**src/rtl/boot_seq_pkg.sv**
```systemverilog
// Shared types and default widths for the BIOS-to-user boot handoff sequencer.
package boot_seq_pkg;

    localparam int unsigned DEF_ADDR_W = 10;
    localparam int unsigned DEF_DATA_W = 32;
    // Largest copy a single load may request; larger counts are clamped to this.
    localparam int unsigned MAX_WORDS  = 1 << DEF_ADDR_W;

    typedef enum logic [2:0] {
        ST_BIOS,
        ST_REQ,
        ST_WAIT,
        ST_WRITE,
        ST_HANDOFF,
        ST_USER,
        ST_RETURN
    } boot_state_e;

endpackage

```
**src/rtl/boot_addr_gen.sv**
```systemverilog
// Copy bookkeeping: captured base/count, word index, wrapping source address,
// last-word detect and the running words_loaded count.
module boot_addr_gen
    import boot_seq_pkg::*;
#(
    parameter int unsigned ADDR_W = DEF_ADDR_W
) (
    input  logic              clk_i,
    input  logic              rst_i,
    input  logic              start_i,
    input  logic [ADDR_W-1:0] base_i,
    input  logic [ADDR_W:0]   count_i,
    input  logic              advance_i,
    output logic [ADDR_W-1:0] next_addr_c,
    output logic              last_c,
    output logic [ADDR_W:0]   index_o,
    output logic [ADDR_W:0]   words_loaded_o
);

    localparam int unsigned CNT_W = ADDR_W + 1;
    localparam int unsigned CLAMP = 1 << ADDR_W;

    logic [ADDR_W-1:0] base_q, base_d;
    logic [CNT_W-1:0]  count_q, count_d;
    logic [CNT_W-1:0]  idx_q, idx_d;
    logic [CNT_W-1:0]  wl_q, wl_d;
    logic [CNT_W-1:0]  idx_inc;
    logic [CNT_W-1:0]  count_clamped;

    assign idx_inc       = idx_q + CNT_W'(1);
    assign count_clamped = (count_i > CNT_W'(CLAMP)) ? CNT_W'(CLAMP) : count_i;

    // Source address of the word about to be requested; wraps modulo 2^ADDR_W.
    assign next_addr_c    = start_i ? base_i : ADDR_W'(base_q + ADDR_W'(idx_inc));
    assign last_c         = (idx_inc == count_q);
    assign index_o        = idx_q;
    assign words_loaded_o = wl_q;

    // Capture on start, step index and loaded count on each written word.
    always_comb begin
        base_d  = base_q;
        count_d = count_q;
        idx_d   = idx_q;
        wl_d    = wl_q;
        if (start_i) begin
            base_d  = base_i;
            count_d = count_clamped;
            idx_d   = '0;
            wl_d    = '0;
        end else if (advance_i) begin
            idx_d = idx_inc;
            wl_d  = wl_q + CNT_W'(1);
        end
    end

    // Bookkeeping registers with synchronous reset.
    always_ff @(posedge clk_i) begin
        if (rst_i) begin
            base_q  <= '0;
            count_q <= '0;
            idx_q   <= '0;
            wl_q    <= '0;
        end else begin
            base_q  <= base_d;
            count_q <= count_d;
            idx_q   <= idx_d;
            wl_q    <= wl_d;
        end
    end

endmodule

```
**src/rtl/boot_sequencer.sv**
```systemverilog
// Sequences the BIOS-to-user-program handoff: stalls the CPU, copies words from
// boot storage into instruction memory, pulses PC reset and flips the
// instruction source; a user-side request hands control back to BIOS.
module boot_sequencer
    import boot_seq_pkg::*;
#(
    parameter int unsigned ADDR_W = DEF_ADDR_W,
    parameter int unsigned DATA_W = DEF_DATA_W
) (
    input  logic              clock,
    input  logic              rst,
    input  logic              load_req,
    input  logic [ADDR_W-1:0] load_base,
    input  logic [ADDR_W:0]   load_count,
    input  logic              return_bios,
    output logic              src_rd,
    output logic [ADDR_W-1:0] src_addr,
    input  logic [DATA_W-1:0] src_data,
    input  logic              src_valid,
    output logic              imem_wr_en,
    output logic [ADDR_W-1:0] imem_wr_addr,
    output logic [DATA_W-1:0] imem_wr_data,
    output logic              cpu_stall,
    output logic              pc_reset,
    output logic              user_sel,
    output logic [ADDR_W:0]   words_loaded
);

    boot_state_e state_q, state_d;

    logic              start;
    logic              advance;
    logic              last;
    logic [ADDR_W-1:0] next_addr;
    logic [ADDR_W:0]   index;

    logic              src_rd_q, src_rd_d;
    logic [ADDR_W-1:0] src_addr_q, src_addr_d;
    logic              wr_en_q, wr_en_d;
    logic [ADDR_W-1:0] wr_addr_q, wr_addr_d;
    logic [DATA_W-1:0] wr_data_q, wr_data_d;
    logic              stall_q, stall_d;
    logic              pc_reset_q, pc_reset_d;
    logic              user_sel_q, user_sel_d;

    boot_addr_gen #(
        .ADDR_W (ADDR_W)
    ) u_addr_gen (
        .clk_i          (clock),
        .rst_i          (rst),
        .start_i        (start),
        .base_i         (load_base),
        .count_i        (load_count),
        .advance_i      (advance),
        .next_addr_c    (next_addr),
        .last_c         (last),
        .index_o        (index),
        .words_loaded_o (words_loaded)
    );

    // Next state plus next values of every output, registered as a Moore decode of state_d.
    always_comb begin
        state_d    = state_q;
        start      = 1'b0;
        advance    = 1'b0;
        src_addr_d = src_addr_q;
        wr_addr_d  = wr_addr_q;
        wr_data_d  = wr_data_q;

        case (state_q)
            ST_BIOS: begin
                if (load_req) begin
                    start   = 1'b1;
                    state_d = (load_count == '0) ? ST_HANDOFF : ST_REQ;
                end
            end
            ST_REQ: begin
                state_d = ST_WAIT;
            end
            ST_WAIT: begin
                if (src_valid) begin
                    wr_addr_d = ADDR_W'(index);
                    wr_data_d = src_data;
                    state_d   = ST_WRITE;
                end
            end
            ST_WRITE: begin
                advance = 1'b1;
                state_d = last ? ST_HANDOFF : ST_REQ;
            end
            ST_HANDOFF: begin
                state_d = ST_USER;
            end
            ST_USER: begin
                if (return_bios) begin
                    state_d = ST_RETURN;
                end
            end
            ST_RETURN: begin
                state_d = ST_BIOS;
            end
            default: begin
                state_d = ST_BIOS;
            end
        endcase

        if (state_d == ST_REQ) begin
            src_addr_d = next_addr;
        end

        src_rd_d   = (state_d == ST_REQ);
        wr_en_d    = (state_d == ST_WRITE);
        stall_d    = (state_d == ST_REQ) || (state_d == ST_WAIT) ||
                     (state_d == ST_WRITE) || (state_d == ST_HANDOFF);
        pc_reset_d = (state_d == ST_HANDOFF) || (state_d == ST_RETURN);
        // Instruction memory stays selected through RETURN so the source flips with the PC reset.
        user_sel_d = (state_d == ST_USER) || (state_d == ST_RETURN);
    end

    // State and output registers with synchronous reset.
    always_ff @(posedge clock) begin
        if (rst) begin
            state_q    <= ST_BIOS;
            src_rd_q   <= 1'b0;
            src_addr_q <= '0;
            wr_en_q    <= 1'b0;
            wr_addr_q  <= '0;
            wr_data_q  <= '0;
            stall_q    <= 1'b0;
            pc_reset_q <= 1'b0;
            user_sel_q <= 1'b0;
        end else begin
            state_q    <= state_d;
            src_rd_q   <= src_rd_d;
            src_addr_q <= src_addr_d;
            wr_en_q    <= wr_en_d;
            wr_addr_q  <= wr_addr_d;
            wr_data_q  <= wr_data_d;
            stall_q    <= stall_d;
            pc_reset_q <= pc_reset_d;
            user_sel_q <= user_sel_d;
        end
    end

    assign src_rd       = src_rd_q;
    assign src_addr     = src_addr_q;
    assign imem_wr_en   = wr_en_q;
    assign imem_wr_addr = wr_addr_q;
    assign imem_wr_data = wr_data_q;
    assign cpu_stall    = stall_q;
    assign pc_reset     = pc_reset_q;
    assign user_sel     = user_sel_q;

endmodule

```
**config.mk**
```make
export PLATFORM = sky130hd
export DESIGN_NAME = boot_sequencer
export DESIGN_NICKNAME = d
export VERILOG_FILES = /design/src/rtl/boot_seq_pkg.sv /design/src/rtl/boot_addr_gen.sv /design/src/rtl/boot_sequencer.sv
export SDC_FILE = /design/constraint.sdc
export NUM_CORES = 1
export LEC_CHECK = 0
export CAP_MARGIN = 40
export CORE_ASPECT_RATIO = 1.25
export CORE_UTILIZATION = 49
export CTS_CLUSTER_SIZE = 8
export DETAILED_ROUTE_END_ITERATION = 10
export MAX_ROUTING_LAYER = met4
export PLACE_DENSITY = 0.81
export SETUP_SLACK_MARGIN = 0.2
export SKIP_LAST_GASP = 1
export SLEW_MARGIN = 10
export SYNTH_ARGS = -nofsm -noshare
export SYNTH_HDL_FRONTEND = slang
export SYNTH_SLANG_ARGS = --single-unit
```
**constraint.sdc**
```tcl
create_clock -name clock -period 3.2 [get_ports clock]
set_input_delay 0.48 -clock clock [delete_from_list [all_inputs] [get_ports clock]]
set_output_delay 0.48 -clock clock [all_outputs]
set_load 0.02 [all_outputs]
```
Yosys cells after proc, flatten, opt, wreduce, memory -nomap -nowiden --
Cells that the tools add are included. W data, S select, Z words.
Operators by class: $add $sub $neg 3, multiply operators 0, divide/modulo/power cells 0, $lt $le $gt $ge 1, equal/unequal tests 12, shifts and indexed selects 0, mux-type cells 11, bitwise operators 0, reduce and logical (&&, ||, !) cells 9
Operators with widths (number):
- $add A11 B1 Y11 const B | 2
- $pmux W3 S6 | 1
- $eq A3 B3 Y1 const B | 5
- $mux W3 | 5
- $eq A3 B2 Y1 const B | 4
- $eq A11 B11 Y1 | 1
- $gt A11 B11 Y1 const B | 1
- $logic_not A11 Y1 | 1
- $mux W11 | 1
- $add A10 B10 Y10 | 1
- $mux W10 | 1
- $eq A3 B1 Y1 const B | 2
- $logic_or A1 B1 Y1 | 5
- $logic_not A3 Y1 | 1
- $mux W1 | 3
- $reduce_and A2 Y1 | 1
- $reduce_or A2 Y1 | 1
Word-level totals: register bits after elaboration 103, bits in latches 0, memory bits (writable) 0, ROM bits 0, bits of input ports 58, output and inout bits 68, word-level logic and storage cells 49, memories 0

Depth between registers and ports, before layout --
Gate-level depths: netlist of run 1.
depth after elaboration 8, mapped depth 13, depth with buffers taken out 12

Hierarchy --
Synthesis of run 1 repeated with hierarchy kept, for this count alone.
Unflattened totals: cells, all modules 551, area, all modules 4747.1 um^2
By module, submodules not included:
- boot_addr_gen | times used 1, cells an instance 286, area an instance 2469.9 um^2, seq. area each 860.8 um^2
- boot_sequencer | times used 1, cells an instance 265, area an instance 2277.2 um^2, seq. area each 1201.2 um^2

Least setup slack after synthesis of run 1 --
OpenSTA, ideal clock, no wires.
kind reg-to-reg, from register u_addr_gen.idx_q[0] (netlist: u_addr_gen.index_o[0]), to register src_addr_q[9] (netlist: src_addr[9]), setup time 0.087 ns, data arrival time 2.658 ns, required time 3.113 ns, path slack 0.455 ns, stages on the path, launching flop included 13, path buffers 1, clock period less this slack 2.745 ns, cell sequence dfxtp_1 ha_1 and3_1 buf_2 xnor2_1 inv_1 ha_1 o21a_1 a2111o_1 a31oi_1 xnor2_1 a21boi_0 a211oi_1
Between the ends: longest elaborated chain between the ends 5, elaborated cells on any way between the ends 7, classes of those cells add/sub (2); eq/ne (2); mux (3)
Ends and longest elaborated chain:
- start: declaration | line boot_addr_gen.sv:25 | logic [CNT_W-1:0] idx_q, idx_d;
- start signal: assignment | line boot_addr_gen.sv:66 | idx_q <= idx_d;
- $add A11 B1 Y11 (*) | line boot_addr_gen.sv:30 | assign idx_inc = idx_q + CNT_W'(1);
- net u_addr_gen.idx_inc[4] | line boot_addr_gen.sv:27 | logic [CNT_W-1:0] idx_inc;
- $eq A11 B11 Y1 | line boot_addr_gen.sv:35 | assign last_c = (idx_inc == count_q);
- $mux W3 | line boot_sequencer.sv:89 | state_d = last ? ST_HANDOFF : ST_REQ;
- $pmux W3 S6 | line boot_sequencer.sv:70 | case (state_q)
- $eq A3 B1 Y1 | line boot_sequencer.sv:107 | if (state_d == ST_REQ) begin
- end signal: assignment | line boot_sequencer.sv:135 | src_addr_q <= src_addr_d;
- end: declaration | line boot_sequencer.sv:38 | logic [ADDR_W-1:0] src_addr_q, src_addr_d;
The timed path passes the listed nets; every way through them passes the cells marked *. A chain may end at the register's enable or synchronous reset.

Worst setup path after layout of run 1 --
from register u_addr_gen.idx_q[2] (netlist: u_addr_gen.index_o[2]), to register src_addr_q[9] (netlist: src_addr[9])
The elaborated chain is that of the path after synthesis.

==> flow_summary.yaml, run 1 <==
status:
  status: "complete, no violations"
cts:
  cts_made_buffers: 9
  cts_root_buf: "clkbuf_16"
  path_clk_slew_ns: 0.07
  cts_hold_buffers: 0
  cts_max_level: 3
  insertion_delay_ns: 0.35
  clock_path_buffers: 2
  cts_tree: "built"
  clkSinkCount: 103
grt:
  antenna_found_initial: 0
  grt_pass1_wl_um: 20200
  grt_pass1_vias: 4406
  gr-total-overflow: 0
  grtUsageTotal: 0.254
  grt_start_max_net_pins: 55
power:
  internal-power_uw: 2340
  clkPwrFrac: 0.319
  p_seq_frac: 0.439
  peakVddDrop_v: 0.000295
  power.switching_uw: 982
  swShare: 0.296
  powerDensity_nw_per_um2: 521
  combPwrFrac: 0.241
  p_leak_uw: 0.00228
  p_total_uw: 3320
drt:
  vias: 4451
  drt_wl_total_um: 12400
  dr.pass1.iters: 4
  ant_nets: 0
  via_per_inst: 5.49
  avgRoutedWirePerCell_um: 15.3
  drt_iter0_markers: 202
  drc: 0
floorplanning:
  rows: 39
  initial_core_util: 0.512
  die_y_um: 112
  die_w_um: 90.0
  io_pins: 126
  design.die.area_um2: 10100
  core_area_um2: 9270
finish:
  nNetsFinal: 753
  insertedDiodeCount: 0
  fin_util: 0.688
  syn_to_final_growth_pct: 34.5
  drive_gt1_frac: 0.0683
  fill_cells: 787
yosys:
  synth_common_cells: "140 x nand2_1, 103 x dfxtp_1, 84 x a21oi_1, 32 x nor2_1, 24 x clkbuf_1"
  yosysTopAreaCell: "dfxtp_1"
  syn_area_per_cell_um2: 8.30
  syn_area_um2: 4750
  synthArstFlopShare: 0
  synth_nets: 642
  synthDominantCellAreaShare: 0.434
  ys_seq_area_frac: 0.434
  synthCells: 572
  synth.area.top_cells: "dfxtp_1 43%, nand2_1 11%, a21oi_1 8.9%"
  synth_seq_cells: 103
  synth_ff_type: "dfxtp_1"
  synth_edf_count: 0
  synth.distinct_cells: 54
  post-synth-top-count-cell: "nand2_1"
  synth_warnings: 0
sta:
  hold_ws_ns: 0.453
  finalSetupViolCount: 0
  fin_skew_ns: 0.00688
  worstMarginPinSlew_ns: 0.773
  fmax_ghz: 0.354
  post-route-period-util: 0.883
  hold_violations: 0
  fin_crit_ns: 2.83
  rsz0062_at_grt: "false"
  setup_tns_ns: 0
  setup_ws_ns: 0.374
  slew_headroom: 0.481
  maxSlewViolCount: 0
place:
  dp_hpwl_um: 9010
  gp_congestion: 0.887
  numPortBuffers: 125
  dp_worst_setup_slack_ns: 0.238
worst_setup_path:
  worstSetupPathType: "reg -> reg"
  start_kind: "register"
  cp-end-kind: "register"
  r2r_cells: 10
  cp_max_fo: 8
  slowest_stage: "dfxtp_1"
  slowest_delay_ns: 0.48
  crit_family: "compound AO/OA/AOI/OAI gates"
  reg2reg_from: "u_addr_gen.index_o[2]"
  r2r_setup_slack_ns: 0.37
  critPathBufInv: 0
  cp_data_required_time_ns: 3.46
  cp_cell_sequence: "and4_1, a21oi_1, or2_2, ha_1, o21a_1, a2111o_1, a31oi_2, xnor2_1, a21boi_0, a211oi_1"
  cp_data_arrival_time_ns: 3.08
  r2r-end: "src_addr[9]"
hold_path:
  hp-class: "reg -> reg"
  min_from: "imem_wr_data[20]"
  whs_endpoint: "imem_wr_data[20]"
  hold_path_depth: 2
job:
  drv_cap: 0
## how the worst max path moves through the flow
stage	start	end	slack, ns	depth (start not counted)
global route	u_addr_gen.index_o[1]	src_addr[9]	0.22	11
finish	u_addr_gen.index_o[2]	src_addr[9]	0.37	10
detailed placement	u_addr_gen.index_o[1]	src_addr[9]	0.24	11
global placement	u_addr_gen.index_o[1]	src_addr[9]	0.37	11
floorplan	u_addr_gen.index_o[0]	src_addr[9]	0.46	12
CTS	u_addr_gen.index_o[1]	src_addr[9]	0.21	11
## registers in the layout, summed over array words and instances, names as in the netlist
name,count
cpu_stall,1
imem_wr_addr,10
imem_wr_data,32
imem_wr_en,1
pc_reset,1
src_addr,10
src_rd,1
state_q,3
u_addr_gen.base_q,10
u_addr_gen.count_q,11
u_addr_gen.index_o,11
u_addr_gen.words_loaded_o,11
user_sel,1
## power by group through the flow
stage               clock, uW  sequential (uW)  combinational (uW)
CTS                      1080             1460                 805
detailed placement          0             1490                 802
global route             1130             1470                 867
floorplan                   0             1550                 413
finish                   1060             1460                 802
global placement            0             1480                 783
## routing by layer
metal,up-vias,part of all wire,track usage
met1,2059,0.42,0.296
met3,35,0.061,0.0474
met2,173,0.49,0.428
li1,2184,-,-
met5,-,0,-
met4,0,0.029,0.108
## kinds of logic after synthesis
kind of cell	count (synthesis)	share of synthesized area
AND/OR/NAND/NOR	239	0.234
adder cells (fa/ha/maj)	12	0.0332
XOR/XNOR	35	0.0704
buffers and inverters	44	0.0372
flip-flops	103	0.434
AO/OA/AOI/OAI	139	0.190
## through the flow
step | std cells | area, um2
final | 811 | 6380
after global routing | 811 | 6380
after CTS | 811 | 6360
after detailed placement | 795 | 6070
after global placement | 795 | 6070
after floorplan | 572 | 4750
## cell usage in the layout (no fill, tap or decap), types with 6 or more instances in the layout
cell type,count
ha_1,10
xnor2_1,17
inv_1,10
xor2_1,15
a311oi_2,8
a22o_1,6
or3_1,6
and3_1,6
nand2_1,140
dfxtp_1,101
nor3_1,8
nor2_1,32
o21ai_0,12
clkdlybuf4s50_1,124
nand3_1,10
clkbuf_16,9
buf_4,9
a21oi_1,84
## cell type report
cell class              instances  area (um2)  share of cell area
clock buffers                  14         274              0.0429
repair buffers                134        1310               0.206
multi-input cells             425        2520               0.396
inverters                      10        37.5             0.00588
flip-flops and latches        103        2060               0.323
clock inverters                 2        13.8             0.00216
well taps                     123         154              0.0241
## worst register-to-register path: stages (launching register included)
cell	delay, ns
dfxtp_1	0.48
and4_1	0.26
a21oi_1	0.10
or2_2	0.33
ha_1	0.33
o21a_1	0.16
a2111o_1	0.43
a31oi_2	0.19
xnor2_1	0.13
a21boi_0	0.09
a211oi_1	0.24
## repair_timing
action | in CTS | in global routing
endpoints found under the setup margin | 0 | 3
setup buffers | 0 | 0
endpoints found under the hold margin | 0 | 0
gates resized for setup | 0 | 6
Power figures use the tool's default switching activity.
==> inputs of run 2 (changes only) <==
--- a/config.mk
+++ b/config.mk
@@ -7,11 +7,13 @@
 export LEC_CHECK = 0
 export CAP_MARGIN = 40
 export CORE_ASPECT_RATIO = 1.25
-export CORE_UTILIZATION = 49
+export CORE_UTILIZATION = 50
+export CTS_BUF_LIST = sky130_fd_sc_hd__clkbuf_4
+export CTS_CLUSTER_DIAMETER = 30
 export CTS_CLUSTER_SIZE = 8
 export DETAILED_ROUTE_END_ITERATION = 10
 export MAX_ROUTING_LAYER = met4
-export PLACE_DENSITY = 0.81
+export PLACE_DENSITY = 0.82
 export SETUP_SLACK_MARGIN = 0.2
 export SKIP_LAST_GASP = 1
 export SLEW_MARGIN = 10
==> flow_summary.yaml, run 2 (synthesized netlist as in run 1, its figures left out) <==
finish:
  final_common_cell: "nand2_1"
  largest_register_ff_count: 32
  drive_gt1_frac: 0.0640
  fin_util: 0.678
  mostFrequentLayoutCells: "140 x nand2_1, 124 x clkdlybuf4s50_1, 101 x dfxtp_1"
  syn_to_final_growth_pct: 31.0
  insertedDiodeCount: 0
  nNetsFinal: 753
  fill_cells: 805
  fin_cells: 810
worst_setup_path:
  start_kind: "register"
  r2r_cells: 11
  cp_num_cells: 11
  critPathBufInv: 1
  cp-end-kind: "register"
  cp_cell_sequence: "ha_2, and3_4, xnor2_1, inv_1, ha_1, o21a_1, a2111o_1, a31oi_1, xnor2_1, a21boi_0, a211oi_1"
  cp_data_arrival_time_ns: 3.24
  cp-endpoint: "src_addr[9]"
  crit_family: "compound AO/OA/AOI/OAI gates"
  critPathLaunch: "u_addr_gen.index_o[1]"
  r2r-end: "src_addr[9]"
  cp_max_fo: 7
  cp_data_required_time_ns: 3.59
  worstSetupPathType: "reg -> reg"
  slowest_delay_ns: 0.44
  slowest_stage: "a2111o_1"
  r2r_setup_slack_ns: 0.35
  path_common_cell: "xnor2_1"
  reg2reg_from: "u_addr_gen.index_o[1]"
drt:
  drt_iter0_markers: 221
  drt_wl_total_um: 12100
  avgRoutedWirePerCell_um: 15.0
  drc: 0
  ant_nets: 0
  dr.pass1.iters: 5
  via_per_inst: 5.51
  vias: 4467
grt:
  grt_start_max_net_pins: 55
  grt_pass1_vias: 4402
  gr-total-overflow: 0
  grtUsageTotal: 0.265
  grt_pass1_wl_um: 20000
  antenna_found_initial: 0
sta:
  setup_tns_ns: 0
  slew_headroom: 0.485
  hold_violations: 0
  post-route-period-util: 0.892
  worstMarginPinSlew_ns: 0.767
  rsz0062_at_grt: "false"
  fmax_ghz: 0.351
  fin_crit_ns: 2.85
  finalSetupViolCount: 0
  fin_skew_ns: 0.0135
  maxSlewViolCount: 0
cts:
  cts_root_buf: "clkbuf_4"
  cts_tree: "built"
  clock_path_buffers: 2
  cts_hold_buffers: 0
  clkSinkCount: 103
  path_clk_slew_ns: 0.15
  insertion_delay_ns: 0.46
  cts_made_buffers: 9
  cts_max_level: 3
place:
  gp_congestion: 0.931
  dp_hpwl_um: 8860
  dp.cells: 795
  numPortBuffers: 125
floorplanning:
  die_w_um: 89.1
  design.die.area_um2: 9890
  die_y_um: 111
  core_area_um2: 9170
  io_pins: 126
  initial_core_util: 0.517
  rows: 39
job:
  drv_cap: 0
power:
  p_leak_uw: 0.00220
  peakVddDrop_v: 0.000278
  powerDensity_nw_per_um2: 468
status:
  status: "complete, no violations"
hold_path:
  hp-class: "reg -> reg"
==> run 2: cell count changes in the layout (fill, tap and decap cells not counted), moves of 2 or more <==
cell / change
clkinv_1: +3
clkbuf_1: -2
clkbuf_16: -9
clkbuf_8: -3
clkbuf_4: +10
==> run 2: per-stage QoR <==
stage                     setup slack, ns  total power, uW  cell area [um2]  hold slack (ns)
after detailed placement            0.275             2280             6070            0.447
final                               0.347             2910             6220            0.463
after global routing                0.226             3060             6220            0.460
after CTS                           0.256             2930             6200            0.447
after floorplan                     0.455             1960             4750            0.440
after global placement              0.375             2260             6070            0.441
==> run 2: worst min path at each step <==
stage	startpoint	endpoint	slack, ns	cells after the start
2_1_floorplan	u_addr_gen.base_q[0]	u_addr_gen.base_q[0]	0.44	2
3_3_place_gp	imem_wr_data[7]	imem_wr_data[7]	0.44	2
3_5_place_dp	imem_wr_data[22]	imem_wr_data[22]	0.45	2
4_1_cts	rst	u_addr_gen.base_q[8]	0.45	2
5_1_grt	rst	u_addr_gen.base_q[5]	0.46	2
6_report	imem_wr_data[12]	imem_wr_data[12]	0.46	2
==> run 2: tightest hold or removal path: stages, from the launching register on <==
cell	delay, ns
dfxtp_1	0.34
nand2_1	0.05
a21oi_1	0.05
==> run 2: final cells by class <==
class	count	area [um2]	share of cell area
multi-input combinational	425	2520	0.406
sequential	103	2060	0.332
timing repair buffer	134	1310	0.211
tap	123	154	0.0248
clock buffer	10	75.1	0.0121
clock inverter	5	50.0	0.00805
inverter	10	37.5	0.00604
==> run 2: metal layers <==
metal  global-route usage  part of all wire
met1                0.302              0.40
met2                0.437              0.50
met3               0.0685             0.076
met4                0.106             0.028
met5                    -                 0
==> run 2: timing repair <==
action	4_1_cts	5_1_grt
resized for setup	1	5
buffers inserted	0	0
endpoints found under the hold margin	0	0
endpoints found under the setup margin	1	2
==> run 2: power by group <==
group	internal [uW]	switching (uW)
combinational	363	436
sequential	1390	71.4
clock	238	415
==> inputs of run 3 (changes only) <==
--- a/config.mk
+++ b/config.mk
@@ -9,7 +9,7 @@
 export CORE_ASPECT_RATIO = 1.25
 export CORE_UTILIZATION = 50
 export CTS_BUF_LIST = sky130_fd_sc_hd__clkbuf_4
-export CTS_CLUSTER_DIAMETER = 30
+export CTS_CLUSTER_DIAMETER = 120
 export CTS_CLUSTER_SIZE = 8
 export DETAILED_ROUTE_END_ITERATION = 10
 export MAX_ROUTING_LAYER = met4
@@ -20,3 +20,4 @@
 export SYNTH_ARGS = -nofsm -noshare
 export SYNTH_HDL_FRONTEND = slang
 export SYNTH_SLANG_ARGS = --single-unit
+export TNS_END_PERCENT = 100
==> results of run 3 <==
The final DEF is identical to that of run 2; final timing and power are the same.
